<file path="config.mk">
export PLATFORM = sky130hd
export DESIGN_NAME = fetch_unit_flat
export DESIGN_NICKNAME = d
export VERILOG_FILES = /design/src/rtl/gpu_pkg.sv /design/src/rtl/fetch_unit_if.sv /design/src/rtl/fetch_line_buf.sv /design/src/rtl/fetch_unit.sv /design/src/flat_wrapper.sv
export SDC_FILE = /design/constraint.sdc
export NUM_CORES = 1
export LEC_CHECK = 0
export ABC_AREA = 1
export CORE_MARGIN = 2
export CORE_UTILIZATION = 45
export DETAILED_ROUTE_END_ITERATION = 16
export PLACE_DENSITY = 0.69
export REMOVE_ABC_BUFFERS = 1
export SLEW_MARGIN = 25
export SYNTH_ARGS = -nofsm -noshare
export SYNTH_HDL_FRONTEND = slang
export SYNTH_SLANG_ARGS = --single-unit
</file>
<file path="constraint.sdc">
create_clock -name clk -period 3 [get_ports clk]
set_input_delay 0.6 -clock clk [delete_from_list [all_inputs] [get_ports clk]]
set_output_delay 0.6 -clock clk [all_outputs]
set_load 0.02 [all_outputs]
</file>
<file path="src/rtl/gpu_pkg.sv">
// Shared encodings and default widths for the core pipeline blocks.
// The fetch stage uses the scheduler states and its own progress codes.
package gpu_pkg;

  localparam int PROGRAM_MEM_ADDR_BITS_DEF = 8;
  localparam int PROGRAM_MEM_DATA_BITS_DEF = 16;
  localparam int MISS_CNT_BITS_DEF         = 16;

  typedef enum logic [2:0] {
    CORE_IDLE    = 3'b000,
    CORE_FETCH   = 3'b001,
    CORE_DECODE  = 3'b010,
    CORE_REQUEST = 3'b011,
    CORE_WAIT    = 3'b100,
    CORE_EXECUTE = 3'b101,
    CORE_UPDATE  = 3'b110,
    CORE_DONE    = 3'b111
  } core_state_e;

  typedef enum logic [2:0] {
    FETCHER_IDLE     = 3'b000,
    FETCHER_FETCHING = 3'b001,
    FETCHER_FETCHED  = 3'b010
  } fetcher_state_e;

endpackage

</file>
<file path="src/rtl/fetch_unit_if.sv">
// Valid/ready read channel between the fetch stage and the program-memory
// controller; the fetch stage is the master.
interface fetch_unit_if
  import gpu_pkg::*;
#(
  parameter int ADDR_BITS = PROGRAM_MEM_ADDR_BITS_DEF,
  parameter int DATA_BITS = PROGRAM_MEM_DATA_BITS_DEF
);

  logic                 read_valid;
  logic [ADDR_BITS-1:0] read_address;
  logic                 read_ready;
  logic [DATA_BITS-1:0] read_data;

  modport master (
    output read_valid,
    output read_address,
    input  read_ready,
    input  read_data
  );

  modport slave (
    input  read_valid,
    input  read_address,
    output read_ready,
    output read_data
  );

endinterface

</file>
<file path="src/rtl/fetch_line_buf.sv">
// One-entry last-fetch buffer: combinational lookup, install of a completed
// fetch, and flush tracking so a flushed in-flight response is never cached.
module fetch_line_buf
  import gpu_pkg::*;
#(
  parameter int ADDR_BITS = PROGRAM_MEM_ADDR_BITS_DEF,
  parameter int DATA_BITS = PROGRAM_MEM_DATA_BITS_DEF
) (
  input  logic                 clk,
  input  logic                 reset,
  input  logic [ADDR_BITS-1:0] lookup_pc,
  output logic                 hit,
  output logic [DATA_BITS-1:0] lookup_instr,
  input  logic                 in_flight,
  input  logic                 install,
  input  logic [ADDR_BITS-1:0] install_pc,
  input  logic [DATA_BITS-1:0] install_instr,
  input  logic                 flush
);

  logic                 buf_valid;
  logic                 flush_pending;
  logic [ADDR_BITS-1:0] buf_pc;
  logic [DATA_BITS-1:0] buf_instr;
  logic                 install_ok;

  // A flush on the completing edge counts as seen, so that response is not kept.
  assign install_ok   = install && !flush_pending && !flush;
  assign hit          = buf_valid && (buf_pc == lookup_pc) && !flush;
  assign lookup_instr = buf_instr;

  // NOTE: non-blocking assignments so every register samples pre-edge values.
  always_ff @(posedge clk or negedge reset) begin
    if (!reset) begin
      buf_valid     <= 1'b0;
      flush_pending <= 1'b0;
    end else begin
      if (flush)
        buf_valid <= 1'b0;
      else if (install_ok)
        buf_valid <= 1'b1;

      if (install)
        flush_pending <= 1'b0;
      else if (in_flight && flush)
        flush_pending <= 1'b1;
    end
  end

  // NOTE: the payload has no reset; buf_valid alone decides whether it is used.
  always_ff @(posedge clk) begin
    if (install_ok) begin
      buf_pc    <= install_pc;
      buf_instr <= install_instr;
    end
  end

endmodule

</file>
<file path="src/rtl/fetch_unit.sv">
// Instruction fetch stage: serves the PC from the last-fetch buffer on a hit,
// otherwise issues one read to program memory and waits for its response.
module fetch_unit
  import gpu_pkg::*;
#(
  parameter int PROGRAM_MEM_ADDR_BITS = PROGRAM_MEM_ADDR_BITS_DEF,
  parameter int PROGRAM_MEM_DATA_BITS = PROGRAM_MEM_DATA_BITS_DEF,
  parameter int MISS_CNT_BITS         = MISS_CNT_BITS_DEF
) (
  input  logic                             clk,
  input  logic                             reset,
  input  logic [2:0]                       core_state,
  input  logic [PROGRAM_MEM_ADDR_BITS-1:0] current_pc,
  input  logic                             flush,
  fetch_unit_if.master                     mem,
  output logic [2:0]                       fetcher_state,
  output logic [PROGRAM_MEM_DATA_BITS-1:0] instruction,
  output logic [MISS_CNT_BITS-1:0]         miss_count
);

  fetcher_state_e                   state_q, state_d;
  logic                             valid_q, valid_d;
  logic [PROGRAM_MEM_ADDR_BITS-1:0] addr_q, addr_d;
  logic [PROGRAM_MEM_DATA_BITS-1:0] instr_q, instr_d;
  logic [MISS_CNT_BITS-1:0]         cnt_q, cnt_d;

  logic                             hit;
  logic [PROGRAM_MEM_DATA_BITS-1:0] hit_instr;
  logic                             in_flight;
  logic                             install;

  assign in_flight = (state_q == FETCHER_FETCHING);
  assign install   = in_flight && mem.read_ready;

  fetch_line_buf #(
    .ADDR_BITS (PROGRAM_MEM_ADDR_BITS),
    .DATA_BITS (PROGRAM_MEM_DATA_BITS)
  ) u_line_buf (
    .clk           (clk),
    .reset         (reset),
    .lookup_pc     (current_pc),
    .hit           (hit),
    .lookup_instr  (hit_instr),
    .in_flight     (in_flight),
    .install       (install),
    .install_pc    (addr_q),
    .install_instr (mem.read_data),
    .flush         (flush)
  );

  // NOTE: every output of this block is defaulted first so no latch is inferred.
  always_comb begin
    state_d = state_q;
    valid_d = valid_q;
    addr_d  = addr_q;
    instr_d = instr_q;
    cnt_d   = cnt_q;

    unique case (state_q)
      FETCHER_IDLE: begin
        if (core_state == CORE_FETCH) begin
          if (hit) begin
            instr_d = hit_instr;
            state_d = FETCHER_FETCHED;
          end else begin
            valid_d = 1'b1;
            addr_d  = current_pc;
            cnt_d   = (cnt_q == '1) ? cnt_q : cnt_q + 1'b1;
            state_d = FETCHER_FETCHING;
          end
        end
      end
      FETCHER_FETCHING: begin
        if (mem.read_ready) begin
          instr_d = mem.read_data;
          valid_d = 1'b0;
          state_d = FETCHER_FETCHED;
        end
      end
      FETCHER_FETCHED: begin
        if (core_state == CORE_DECODE)
          state_d = FETCHER_IDLE;
      end
      default: state_d = FETCHER_IDLE;
    endcase
  end

  always_ff @(posedge clk or negedge reset) begin
    if (!reset) begin
      state_q <= FETCHER_IDLE;
      valid_q <= 1'b0;
      addr_q  <= '0;
      instr_q <= '0;
      cnt_q   <= '0;
    end else begin
      state_q <= state_d;
      valid_q <= valid_d;
      addr_q  <= addr_d;
      instr_q <= instr_d;
      cnt_q   <= cnt_d;
    end
  end

  assign fetcher_state    = state_q;
  assign instruction      = instr_q;
  assign miss_count       = cnt_q;
  assign mem.read_valid   = valid_q;
  assign mem.read_address = addr_q;

  // A pending request keeps its address until the controller accepts it.
  a_req_stable: assert property (@(posedge clk) disable iff (!reset)
    (mem.read_valid && !mem.read_ready) |=> (mem.read_valid && $stable(mem.read_address)));

endmodule

</file>
<file path="src/flat_wrapper.sv">
// flat-port wrapper written by rule: the top's interface ports become plain ports
module fetch_unit_flat import gpu_pkg::*;
#(
  parameter int PROGRAM_MEM_ADDR_BITS = PROGRAM_MEM_ADDR_BITS_DEF,
  parameter int PROGRAM_MEM_DATA_BITS = PROGRAM_MEM_DATA_BITS_DEF,
  parameter int MISS_CNT_BITS         = MISS_CNT_BITS_DEF
)
  (clk, reset, core_state, current_pc, flush, fetcher_state, instruction, miss_count, mem_read_valid, mem_read_address, mem_read_ready, mem_read_data);
  fetch_unit_if #(.ADDR_BITS((8)), .DATA_BITS((16))) mem_i ();
  input  logic clk;
  input  logic reset;
  input  logic [2:0] core_state;
  input  logic [PROGRAM_MEM_ADDR_BITS-1:0] current_pc;
  input  logic flush;
  output logic [2:0] fetcher_state;
  output logic [PROGRAM_MEM_DATA_BITS-1:0] instruction;
  output logic [MISS_CNT_BITS-1:0] miss_count;
  output wire logic [$bits(mem_i.read_valid)-1:0] mem_read_valid;
  output wire logic [$bits(mem_i.read_address)-1:0] mem_read_address;
  input wire logic [$bits(mem_i.read_ready)-1:0] mem_read_ready;
  input wire logic [$bits(mem_i.read_data)-1:0] mem_read_data;
  assign mem_read_valid = mem_i.read_valid;
  assign mem_read_address = mem_i.read_address;
  assign mem_i.read_ready = mem_read_ready;
  assign mem_i.read_data = mem_read_data;
  fetch_unit #(.PROGRAM_MEM_ADDR_BITS(PROGRAM_MEM_ADDR_BITS), .PROGRAM_MEM_DATA_BITS(PROGRAM_MEM_DATA_BITS), .MISS_CNT_BITS(MISS_CNT_BITS)) u_core (.clk(clk), .reset(reset), .core_state(core_state), .current_pc(current_pc), .flush(flush), .mem(mem_i), .fetcher_state(fetcher_state), .instruction(instruction), .miss_count(miss_count));
endmodule
</file>
Word-level counts from Yosys, hierarchy flattened --
Index checks and enable logic that the tools add are counted.
Storage, ports and cells: input bits 31, flip-flop bits (word level) 70, word-level logic and storage cells 57, output and inout bits 44
Cells by class: multiplexer cells 17, equal/unequal tests 11, reductions and logical operators 17, add/subtract/negate cells 1, bitwise gates (word level) 2
Operator list (count):
- 2-to-1 mux 16 bit | 3
- case mux 16 bit (2 select lines) | 1
- adder 16 x 1 -> 16 bit (second input constant) | 1
- equality test 16 bit (second input constant) | 1
- AND reduction 4 bit | 3
- 2-to-1 mux 3 bit | 3
- case mux 3 bit (3 select lines) | 1
- equality test 8 bit | 1
- 2-to-1 mux 1 bit | 7
- equality test 3 x 1 -> 1 bit (second input constant) | 2
- equality test 3 x 2 -> 1 bit (second input constant) | 2
- logical AND 1 bit | 6
- inequality test 2 x 1 -> 1 bit (second input constant) | 3
- AND reduction 3 bit | 2
- nonzero test 2 bit | 3
- inequality test 2 bit (second input constant) | 2
- logical NOT 3 bit | 1
- logical NOT 1 bit | 2
- 2-to-1 mux 2 bit | 1
- inverter 1 bit | 2
- case mux 1 bit (2 select lines) | 1

Depth between registers and ports, before layout --
depth after elaboration 6, mapped depth 13, mapped depth without buffers 12

Cells and area by module --
Synthesis repeated with hierarchy kept, for this count alone.
Unflattened totals: cell total of the unflattened synthesis 351, area, all modules 3274.4 um2
Modules (own cells, without submodules):
- fetch_unit | seq. area each 1076.0 um2, cells an instance 281, area each 2318.5 um2, times used 1
- fetch_line_buf | seq. area each 770.7 um2, cells an instance 70, area each 955.9 um2, times used 1

Worst setup path before layout --
OpenSTA, ideal clock, no wires.
path kind register -> register, start point register u_core.state_q[1], in the netlist u_core.fetcher_state[1], end point register u_core.u_line_buf.buf_pc[0], enable pin, clock period less this slack 2.734 ns, library setup time 0.405 ns, path buffers 0, path slack 0.266 ns, arrival 2.329 ns, cell stages (with the launch flop) 7, data required time 2.595 ns, cell sequence dfrtp_1 > nor2_2 > inv_2 > nor2_2 > inv_2 > or2_1 > nor2_1
Between the ends: longest elaborated chain between the ends 4
RTL lines:
- start: declaration | RTL line fetch_unit.sv:21 | fetcher_state_e state_q, state_d;
- start signal: assignment | RTL line fetch_unit.sv:96 | state_q <= state_d;
- equality test 3 x 1 -> 1 bit | RTL line fetch_unit.sv:32 | assign in_flight = (state_q == FETCHER_FETCHING);
- logical AND 1 bit | RTL line fetch_unit.sv:33 | assign install = in_flight && mem.read_ready;
- logical AND 1 bit (2 in a row) | RTL line fetch_line_buf.sv:28 | assign install_ok = install && !flush_pending && !flush;
- via u_core.u_line_buf.install_ok | RTL line fetch_line_buf.sv:25 | logic install_ok;
- end signal: assignment | RTL line fetch_line_buf.sv:53 | buf_pc <= install_pc;
- end: declaration | RTL line fetch_line_buf.sv:23 | logic [ADDR_BITS-1:0] buf_pc;
The timed path passes the listed nets, and every way through them passes these cells. A chain may end at the register's enable or synchronous reset.

Worst setup path after layout --
start point register u_core.state_q[1], in the netlist u_core.fetcher_state[1], end point register u_core.u_line_buf.buf_instr[11], in the netlist u_core.u_line_buf.lookup_instr[11], enable pin
Between the ends: longest elaborated chain between the ends 4
RTL lines:
- equality test 3 x 1 -> 1 bit | RTL line fetch_unit.sv:32
- logical AND 1 bit | RTL line fetch_unit.sv:33
- logical AND 1 bit (2 in a row) | RTL line fetch_line_buf.sv:28
- via u_core.u_line_buf.install_ok | RTL line fetch_line_buf.sv:25
- end signal: assignment | RTL line fetch_line_buf.sv:54 | buf_instr <= install_instr;
- end: declaration | RTL line fetch_line_buf.sv:24 | logic [DATA_BITS-1:0] buf_instr;
The timed path passes the listed nets, and every way through them passes these cells.

==> reports/qor.yml <==
arrival_ns: 2.25
power.leakage_nw: 2.13
track_usage_pct: 20.3
area_growth_pct: 30.5
setup_tns_ns: 0
period_needed_ns: 2.23
synth_seq_cells: 69
crit_top_cell: "nor2_2"
max_stage_delay_ns: 0.45
clock_latency_ns: 0.34
grt_max_degree: 46
finalCritPeriodShare_pct: 74.2
seq_area_frac_synth_pct: 53.5
crit_fanout: 18
cts_tree: "yes"
relSlewSlack_pct: 56.2
drt_iter0_drc: 157
antenna_cells: 0
vias_per_cell: 4.88
holdWs_ns: 0.260
clk_pin_slew_worst_paths_ns: 0.08
path_cells: "nor2_2 > inv_2 > nor2_2 > inv_2 > or2_1 > nor2_2 > buf_4"
htree_num_levels: 3
crit_family: "simple AND/OR/NAND/NOR gates"
num_rows: 31
grt_first_pass_wirelength_mm: 13.6
syn_inst: 427
final_cell_mix: "202 x nand2_1, 72 x clkdlybuf4s50_1, 45 x dfrtp_1, 36 x inv_1, 25 x nor2_1"
num-fill-cells: 616
ant_nets: 0
multi_input_area_um2: 1390
worst_slack_ns: 0.773
ios: 75
final_common_cell: "nand2_1"
layout-drive-gt1-share_pct: 8.86
drc: 0
path_class: "reg2reg"
cts_hold_buffers: 0
hold_violations: 0
firstDrtPassIters: 4
syn-cell-area_um2: 3450
cp-start-kind: "flip-flop"
via_count: 2965
cts.sinks: 69
post-route-util_pct: 61.5
fp.coreArea_um2: 7330
ir_worst_vdd_v: 0.000378
grt_pass1_vias: 2881
cap_violations: 0
ys_warn_count: 0
antenna_found_initial: 0
dpl.cell_count: 591
hpwlAfterDp_mm: 5.60
powerDensity_nw_per_um2: 759
fmax_ghz: 0.449
crit_path_end_kind: "flip-flop"
crit_required_ns: 3.02
numCtsBuffers: 9
place_ws_ns: 0.427
wl_per_cell_um: 13.0
status: "finished, final reports clean"
cpMaxStageDelayCell: "dfrtp_1"
syn_area_per_cell_um2: 8.09
final_nets: 535
post_cts_buffers: 0
cts_root_buffer: "clkbuf_8"
grt_remaining_overflow: 0
finalNonFillerCells: 607
rsz0062_at_grt: "no"
die_y_um: 91.6
wl_mm: 7.87
drv_slew: 0
gp_congestion: 0.867
dieArea_um2: 8390
numPortBuffers: 73
min_path_type: "in2async"
path_buf_inv: 3
setup_viol_count_final: 0
seq_area_um2: 1850
yosysUniqueCellTypes: 29
r2r-start: "u_core.fetcher_state[1]"
reg2regPathDepth: 7
cts-resized-gates: 0
clock_path_buffers: 2
die_x_um: 91.6
worstMarginPinSlew_ns: 0.656
finalClockSkew_ns: 0.0106
initial_utilization_pct: 47.1
place_area_um2: 4260
fin_area_um2: 4510
finalPower_mw: 3.42
rrSetupSlack_ns: 0.77
r2r-end: "u_core.u_line_buf.lookup_instr[11]"
==> how the worst max path moves through the flow <==
stage / from / to / cells past startpoint
after floorplan: u_core.fetcher_state[1] / u_core.u_line_buf.buf_pc[0] / 6
after global placement: mem_read_ready / u_core.u_line_buf.lookup_instr[3] / 7
after detailed placement: mem_read_ready / u_core.u_line_buf.lookup_instr[11] / 7
after CTS: u_core.fetcher_state[1] / u_core.u_line_buf.lookup_instr[5] / 7
after global routing: u_core.fetcher_state[1] / u_core.u_line_buf.lookup_instr[11] / 7
final: u_core.fetcher_state[1] / u_core.u_line_buf.lookup_instr[11] / 7
==> cell families (layout without fill, tap and decap cells) <==
kind of cell / Yosys count / after routing / synth area share [%]
other: 1 / 1 / 0.109
buffers and inverters: 53 / 134 / 6.52
xor gates and xnor gates: 9 / 9 / 2.28
adders and majority gates: 1 / 1 / 0.362
DFF: 69 / 69 / 53.5
and+or+nand+nor: 280 / 280 / 35.2
AOI/OAI and AO/OA: 14 / 14 / 2.03
==> report_power, final <==
group	leakage (nW)	total (mW)	switching, mW	internal [mW]
clock	0.116	0.923	0.367	0.556
sequential	0.814	1.37	0.165	1.21
combinational	1.20	1.12	0.617	0.507
==> metal layers <==
metal,global-route usage [%],up-vias,routed length (um)
met5,0,-,0
met4,5.56,0,115
met3,5.09,13,426
met2,31.6,82,3700
met1,28.3,1375,3630
li1,-,1495,-
==> cell type report <==
type                            instances  share of cell area [%]
Sequential cell                        69                    41.0
Multi-Input combinational cell        305                    30.7
Timing Repair Buffer                   75                    16.5
Inverter                               43                    3.58
Clock buffer                            9                    2.75
Tap cell                               99                    2.75
Clock inverter                          7                    2.72
==> worst reg2reg max path, stage by stage, from the launching register on <==
cell and delay (ns):
dfrtp_1 0.45, nor2_2 0.18, inv_2 0.16, nor2_2 0.16, inv_2 0.07, or2_1 0.24
nor2_2 0.33, buf_4 0.33
==> registers in the layout, summed over array words and instances, names as in the netlist <==
| name | cells |
|---|---|
| u_core.instruction | 16 |
| u_core.u_line_buf.lookup_instr | 16 |
| u_core.mem.read_valid | 1 |
| u_core.u_line_buf.flush_pending | 1 |
| u_core.u_line_buf.buf_pc | 8 |
| u_core.fetcher_state | 2 |
| u_core.mem.read_address | 8 |
| u_core.u_line_buf.buf_valid | 1 |
| u_core.miss_count | 16 |
==> cell usage after synthesis, drive strengths merged <==
cell type	number	area share [%]
nor2	32	3.9
nand4	22	4.3
and3	1	0.18
nand3	12	2.0
clkbuf	3	0.33
a21oi	1	0.14
buf	7	1.5
dfrtp	45	33
xnor2	2	0.51
o21ai	13	1.9
nor3	6	1.6
xor2	7	1.8
edfxtp	24	21
conb	1	0.11
nand2	206	23
ha	1	0.36
inv	43	4.7
or2	1	0.18
(Power assumes the default switching activity.)
==> RTL edit (same flow settings) <==
The package constant `MISS_CNT_BITS_DEF` goes from 16 to 32.
--- a/src/rtl/gpu_pkg.sv
+++ b/src/rtl/gpu_pkg.sv
@@ -5,5 +5,5 @@
   localparam int PROGRAM_MEM_ADDR_BITS_DEF = 8;
   localparam int PROGRAM_MEM_DATA_BITS_DEF = 16;
-  localparam int MISS_CNT_BITS_DEF         = 16;
+  localparam int MISS_CNT_BITS_DEF         = 32;
 
   typedef enum logic [2:0] {
Interface: changed (resized miss_count); port bits go from 75 to 91. No check against the original RTL was run, so the function may have changed too.
==> RTL edit against the original RTL <==
- via count is 40% higher
- combinational power rose by 15%
- register-to-register slack better by 0.18 ns
- utilization down 4.3 points
- critical endpoint is now u_core.miss_count[15]$_DFFE_PN0P_
- routed wire length increased by 45%
- synthesized area up 35%
- total power up 6.6%
- setup slack lost 0.0059 ns
- synthesized cell count increased by 41%
- sequential cell count up 16
- design area is 29% higher
- maximum frequency fell by 0.26%
- critical path type is now input pin to flop
==> RTL edit: results <==
export IMPL_nets=728
export IMPL_port_buffers=89
export IMPL_antenna_found_initial=0
export IMPL_synth_seq_area_share_pct=48.1
export IMPL_dp_hpwl_um=8110
export IMPL_r2r_start="u_core.miss_count[0]$_DFFE_PN0P_"
export IMPL_critPathLaunch="current_pc[5]"
export IMPL_crit_family="simple AND/OR/NAND/NOR gates"
export IMPL_worstReg2RegEnd="u_core.miss_count[15]$_DFFE_PN0P_"
export IMPL_grt_pass1_vias=4138
export IMPL_synthTopCellsByCount="nand2_1, nor2_1, dfrtp_1"
export IMPL_largest_reg_flops=32
export IMPL_clk_pin_slew_worst_paths_ns=0.10
export IMPL_slew_headroom_pct=45.9
export IMPL_yosys_warnings=0
export IMPL_crit_type="input pin to flop"
export IMPL_wire_per_inst_um=13.7
export IMPL_synth_edf_count=24
export IMPL_met3_length_um=603
export IMPL_m1WireLength_um=5140
export IMPL_crit_slowest_cell="clkdlybuf4s50_1"
export IMPL_grtUsageMet2_pct=36.4
export IMPL_arrival_ns=2.53
export IMPL_grt_max_degree=62
export IMPL_use_met3_pct=4.58
export IMPL_cts_buffer_depth=2
export IMPL_cts_setup_buffers=0
export IMPL_vias=4165
export IMPL_dr_pass1_iters=4
export IMPL_wl_met2_um=5490
export IMPL_clock_power_uw=764
export IMPL_htreeDepth=3
export IMPL_drt_initial_drc_count=179
export IMPL_slowest_delay_ns=0.53
export IMPL_rr_worst_depth=11
export IMPL_r2r_setup_slack_ns=0.95
export IMPL_met1_usage_pct=27.7
export IMPL_status="complete, no violations"
export IMPL_powerComb_uw=1290
export IMPL_synth_area_leaders="dfrtp_1, nand2_1, edfxtp_1"
export IMPL_skew_ns=0.0129
export IMPL_worstPathMaxFanout=32
export IMPL_hold_class="input pin to asynchronous set/reset pin"
export IMPL_clock_latency_ns=0.37
export IMPL_grt_pass1_wl_um=19400
export IMPL_gp_congestion=0.879
export IMPL_synthArstFlopShare_pct=71.8
export IMPL_leakagePower_uw=0.00272
export IMPL_routed_top_layer="met4"
export IMPL_ir_drop_mv=0.338
export IMPL_num_fill_cells=973
export IMPL_cts_buffers=9
export IMPL_internal_power_uw=2280
export IMPL_drive_above_1_share_pct=7.70
export IMPL_netlist_cell_type_count=33
export IMPL_track_usage_pct=21.5
-- RTL edit: cell count changes in the layout (fill, tap and decap cells not counted), sizes merged, moves of 5 or more --
cell,change
o21ai,-10
nand2,+81
nand3,+46
xnor2,+5
dfrtp,+16
clkdlybuf4s50,+16
nand3b,+15
nor3,-6
inv,-5
nor2,+40
nand4,-12
buf,+6
-- RTL edit: worst reg2reg max path: cells and delay by family (launching register included) --
kind,cells,cell delay [ns]
and+or+nand+nor,7,0.69
DFF,1,0.49
buffers and inverters,3,0.40
adders and majority gates,1,0.37
-- RTL edit: final cells by class --
class	instances	area (µm²)	area share, %
Clock inverter	7	55.1	0.946
Inverter	36	140	2.41
Timing Repair Buffer	97	946	16.3
Tap cell	136	170	2.92
Sequential cell	85	2250	38.6
Clock buffer	9	124	2.13
Multi-Input combinational cell	467	2140	36.7
-- RTL edit: per-stage QoR --
stage	std cells	hold WS (ns)	power (µW)	worst slack, ns	instance area [µm²]
detailed placement	821	0.462	2920	0.396	5640
floorplan	588	0.304	2280	0.0889	4520
finish	837	0.401	3650	0.767	5820
global route	837	0.476	3860	0.559	5820
CTS	837	0.426	3680	0.778	5820
global placement	821	0.454	2880	0.486	5640
-- RTL edit: logic make-up (layout without fill, tap and decap cells) --
logic type	after synthesis	count (layout)	synth area share, %
buffers and inverters	52	149	6.16
AOI/OAI and AO/OA	5	5	0.911
and+or+nand+nor	443	443	41.3
other	1	1	0.0803
adders and majority gates	1	1	0.268
DFF	85	85	48.1
xor gates and xnor gates	17	17	3.19
